### src/rtl/string_sequencer.sv
// Pixel sequencer: pops one frame of GRB pixels from a FIFO and hands them
// to a serial LED string driver, followed by a blank/latch request.
module string_sequencer #(
    parameter int NUM_PIXELS   = 300,
    parameter int FIFO_LATENCY = 2
) (
    input  logic        clk,
    input  logic        rst_n,
    input  logic        frame_start,
    input  logic        fifo_empty,
    input  logic [23:0] fifo_data,
    output logic        fifo_rd_en,
    input  logic        string_ready,
    output logic        pixel_fifo_rd,
    output logic [23:0] pixel_data,
    output logic        pixel_data_valid,
    output logic        h_blank,
    output logic        frame_done,
    output logic        busy,
    output logic        underflow
);

    typedef enum logic [2:0] {
        IDLE,
        REQ,
        FETCH,
        WAIT_READY,
        BLANK,
        BLANK_WAIT
    } state_t;

    localparam logic [15:0] NUM_PIX = 16'(NUM_PIXELS);
    localparam logic [3:0]  LAT     = 4'(FIFO_LATENCY);

    state_t      state_q;
    logic [15:0] pix_cnt_q;
    logic [3:0]  lat_q;
    logic [23:0] pix_q;
    logic        valid_q;
    logic        uflow_q;
    logic        bw_first_q;
    logic        pop;

    // Strobes decode from the state register so an async reset clears them at once.
    assign pop              = (state_q == REQ) && string_ready && !fifo_empty;
    assign fifo_rd_en       = pop;
    assign pixel_fifo_rd    = pop;
    assign h_blank          = (state_q == BLANK) && string_ready;
    assign frame_done       = (state_q == BLANK_WAIT) && !bw_first_q
                              && string_ready;
    assign busy             = (state_q != IDLE);
    assign pixel_data       = pix_q;
    assign pixel_data_valid = valid_q;
    assign underflow        = uflow_q;

    always_ff @(posedge clk or negedge rst_n) begin
        if (!rst_n) begin
            state_q    <= IDLE;
            pix_cnt_q  <= 16'd0;
            lat_q      <= 4'd0;
            pix_q      <= 24'd0;
            valid_q    <= 1'b0;
            uflow_q    <= 1'b0;
            bw_first_q <= 1'b0;
        end else begin
            valid_q <= 1'b0;
            unique case (state_q)
                IDLE: begin
                    if (frame_start) begin
                        state_q   <= REQ;
                        pix_cnt_q <= 16'd0;
                        uflow_q   <= 1'b0;
                    end
                end
                REQ: begin
                    if (string_ready) begin
                        if (fifo_empty) begin
                            uflow_q <= 1'b1;
                        end else begin
                            state_q <= FETCH;
                            lat_q   <= 4'd1;
                        end
                    end
                end
                FETCH: begin
                    if (lat_q == LAT) begin
                        pix_q     <= fifo_data;
                        valid_q   <= 1'b1;
                        pix_cnt_q <= pix_cnt_q + 16'd1;
                        state_q   <= WAIT_READY;
                    end else begin
                        lat_q <= lat_q + 4'd1;
                    end
                end
                WAIT_READY: begin
                    if (string_ready) begin
                        state_q <= (pix_cnt_q < NUM_PIX) ? REQ : BLANK;
                    end
                end
                BLANK: begin
                    if (string_ready) begin
                        state_q    <= BLANK_WAIT;
                        bw_first_q <= 1'b1;
                    end
                end
                BLANK_WAIT: begin
                    bw_first_q <= 1'b0;
                    if (!bw_first_q && string_ready) begin
                        state_q <= IDLE;
                    end
                end
                default: state_q <= IDLE;
            endcase
        end
    end

endmodule

### config.mk
export PLATFORM = sky130hd
export DESIGN_NAME = string_sequencer
export DESIGN_NICKNAME = d
export VERILOG_FILES = /design/src/rtl/string_sequencer.sv
export SDC_FILE = /design/constraint.sdc
export NUM_CORES = 1
export LEC_CHECK = 0
export CELL_PAD_IN_SITES_DETAIL_PLACEMENT = 2
export CELL_PAD_IN_SITES_GLOBAL_PLACEMENT = 2
export CORE_ASPECT_RATIO = 1.25
export CORE_MARGIN = 3
export CORE_UTILIZATION = 26
export DETAILED_ROUTE_END_ITERATION = 7
export GPL_TIMING_DRIVEN = 0
export HOLD_SLACK_MARGIN = 0.06
export PLACE_DENSITY = 0.8
export SLEW_MARGIN = 20
export SYNTH_ARGS = -nofsm -noshare
export SYNTH_HDL_FRONTEND = slang
export SYNTH_SLANG_ARGS = --single-unit
### constraint.sdc
create_clock -name clk -period 2.2 [get_ports clk]
set_input_delay 0.33 -clock clk [delete_from_list [all_inputs] [get_ports clk]]
set_output_delay 0.33 -clock clk [all_outputs]
set_load 0.005 [all_outputs]
==> results.sh, run 1 <==
export IMPL_outcome="finished with violations"
export IMPL_cap_violations=0
export IMPL_synth_nets=297
export IMPL_grt_overflow_total=0
export IMPL_pin_count=60
export IMPL_synth_top_area_share_pct=53.6
export IMPL_relSlewSlack_pct=56.0
export IMPL_num_fill_cells=974
export IMPL_antenna_left=0
export IMPL_synth_edf_count=0
export IMPL_dp_hpwl_um=5130
export IMPL_clock_sinks=50
export IMPL_path_max_fanout=5
export IMPL_synthArstFlopShare_pct=100
export IMPL_power_density_nw_per_um2=1030
export IMPL_dieArea_um2=10100
export IMPL_gpl_final_weighted_congestion=0.724
export IMPL_drt_wl_total_um=7530
export IMPL_die_h_um=112
export IMPL_period_minus_slack_ps=2240
export IMPL_slowest_stage="or4_4"
export IMPL_critical_path_top_delay_family="simple AND/OR/NAND/NOR gates"
export IMPL_syn_avg_cell_area_um2=8.80
export IMPL_insertion_delay_ps=310
export IMPL_cp_end_kind="flip-flop"
export IMPL_clockRootBuffer="clkbuf_8"
export IMPL_cts_hold_buffers_added=0
export IMPL_drtPass1Iterations=4
export IMPL_cts_buffers_inserted=5
export IMPL_hold_path_class="in -> async"
export IMPL_fin_ws_ps=-43.5
export IMPL_fmax_mhz=446
export IMPL_drc=0
export IMPL_slew_viol_final=0
export IMPL_first_global_vias=2645
export IMPL_hold_viol=0
export IMPL_ys_warn_count=0
export IMPL_netlist_top_cells_area="dfrtp_1 (54%), nand2_1 (14%), o21ai_0 (3.4%), a21oi_1 (3.2%), o31ai_1 (2.6%)"
export IMPL_worstSetupPathType="reg -> reg"
export IMPL_drive_gt1_share_pct=15.3
export IMPL_globalRouteTotalUtil_pct=15.8
export IMPL_cts_tree="built"
export IMPL_r2r_setup_slack_ps=-40
export IMPL_critPathRequiredTime_ps=2430
export IMPL_synth_ff_type="dfrtp_1"
export IMPL_setup_viol_count_final=5
export IMPL_yosysMostFrequentCell="nand2_1"
export IMPL_antenna_found_initial=0
export IMPL_placedInstanceArea_um2=3080
export IMPL_tightest_slew_ps=660
export IMPL_area_growth_pct=46.3
export IMPL_crit_path_start_kind="flip-flop"
export IMPL_synth_seq_area_share_pct=53.6
export IMPL_grt_pass1_wl_um=13100
export IMPL_diodes=0
export IMPL_worst_ep_arrival_time_ps=2470
export IMPL_fin_area_um2=3410
export IMPL_htreeDepth=2
export IMPL_drtIter0Drc=50
export IMPL_multi_input_area_um2=1140
export IMPL_leakage_nw=1.46
export IMPL_place_inst=444
export IMPL_synth_top_area_cell="dfrtp_1"
export IMPL_clk_pin_slew_ps=90
export IMPL_rows=38
export IMPL_synth_seq_cells=50
export IMPL_min_period_over_period_pct=102
export IMPL_final_util_pct=39.2
export IMPL_regArea_um2=1250
export IMPL_postSynthCellCount=265
export IMPL_ys_types=37
export IMPL_max_stage_delay_ps=510
export IMPL_routedWlPerCell_um=16.4
export IMPL_crit_chain="inv_2 > ha_4 > or3b_4 > a2111o_1 > or4_4 > a21oi_2"
export IMPL_avgViaCountPerCell=4.93
export IMPL_grt_max_degree=51
export IMPL_nets=371
export IMPL_fp_dieW_um=90.7
export IMPL_initial_core_util_pct=26.8
export IMPL_rsz0062_at_grt="yes"
export IMPL_max_vdd_ir_drop_mv=0.493
export IMPL_clock_path_buffers=2
export IMPL_final_cells=460
export IMPL_fin_tns_setup_ps=-103
export IMPL_io_buffers=59
export IMPL_fin_skew_ps=9.47
export IMPL_fp_coreArea_um2=8700
export IMPL_cp_num_buf_inv=1
export IMPL_violations="setup timing"
export IMPL_ys_top_cells_by_count="nand2_1 (86), dfrtp_1 (50), o21ai_0 (16)"
export IMPL_vias=2270
export IMPL_syn_area_um2=2330
per-stage QoR:
step / setup slack [ps] / power [mW] / hold slack (ps)
after global placement: -869 / 2.63 / 457
final: -43.5 / 3.53 / 41.1
after floorplan: 4.31 / 1.90 / 34.4
after detailed placement: -689 / 2.71 / 418
after CTS: -129 / 3.53 / 74.8
after global routing: -113 / 3.82 / 93.0
logic make-up (layout without fill, tap and decap cells):
group	count (synthesis)	count (layout)	synth area share [%]
AO/OA/AOI/OAI	49	50	12.8
XOR/XNOR	2	2	0.751
adder cells (fa/ha/maj)	3	3	1.61
buffers and inverters	21	95	3.70
flip-flops	50	50	53.6
multiplexers	1	1	0.429
AND/OR/NAND/NOR	139	139	27.0
routing by layer:
metal / GRT usage [%] / vias to the layer above / routed length, um
li1: - / 1054 / -
met1: 17.6 / 1152 / 3030
met2: 28.2 / 54 / 3850
met3: 5.74 / 10 / 539
met4: 4.39 / 0 / 106
met5: 0 / - / 0
cell usage in the layout (no fill, tap or decap), types with 3 or more instances in the layout:
master,Yosys,final
nand2_1,86,85
clkdlybuf4s50_1,0,55
dfrtp_1,50,50
buf_4,1,14
o21ai_0,16,14
nor2_1,13,13
a21oi_1,15,12
clkbuf_8,0,6
nand3_1,6,6
or4_1,7,5
o31ai_2,0,5
inv_1,5,4
clkbuf_1,9,4
and3_1,4,4
nand4_1,4,4
a2111o_1,2,3
a31oi_1,3,3
a21oi_2,0,3
worst paths after layout:
kind	start	to	cells after the start
setup / recovery	lat_q[0]$_DFFE_PN0P_	pix_cnt_q[14]$_DFFE_PN0P_	6
hold / removal	rst_n	pixel_data[11]$_DFFE_PN0P_	1
setup reg to reg	lat_q[0]$_DFFE_PN0P_	pix_cnt_q[14]$_DFFE_PN0P_	6
hold reg to reg	pixel_data[8]$_DFFE_PN0P_	pixel_data[8]$_DFFE_PN0P_	2
max in group asynchronous	rst_n	pix_cnt_q[11]$_DFFE_PN0P_	1
min in group clk	pixel_data[8]$_DFFE_PN0P_	pixel_data[8]$_DFFE_PN0P_	2
repair_timing:
action	4_1_cts	5_1_grt
buffers inserted	8	1
gates cloned	2	0
endpoints found under the hold margin	0	0
pin swaps	19	5
endpoints found under the setup margin	42	39
resized for setup	25	22
sequential cells by signal, indices dropped and copies added (netlist names):
register	cells
pix_cnt_q	16
state_q	3
underflow	1
bw_first_q	1
lat_q	4
pixel_data_valid	1
pixel_data	24
final cells by class:
| class | count | area share [%] |
|---|---|---|
| plain buffers | 12 | 2.35 |
| clock buffers | 6 | 2.13 |
| clock inverters | 2 | 1.10 |
| inverters | 6 | 0.660 |
| multi-input cells | 195 | 33.4 |
| flip-flops and latches | 50 | 36.7 |
| well taps | 120 | 4.40 |
| repair buffers | 69 | 19.3 |
where the power goes:
| group | switching (mW) | leakage (nW) | internal (mW) |
|---|---|---|---|
| clock | 0.327 | 0.0514 | 0.340 |
| sequential | 0.224 | 0.585 | 1.21 |
| combinational | 0.650 | 0.825 | 0.776 |
No activity file was read; power rests on OpenSTA's default activity.
==> inputs of run 2 (changes only) <==
- CTS_CLUSTER_DIAMETER: default -> 200
==> results of run 2 <==
Final layout, timing and power as in run 1 (identical DEF).
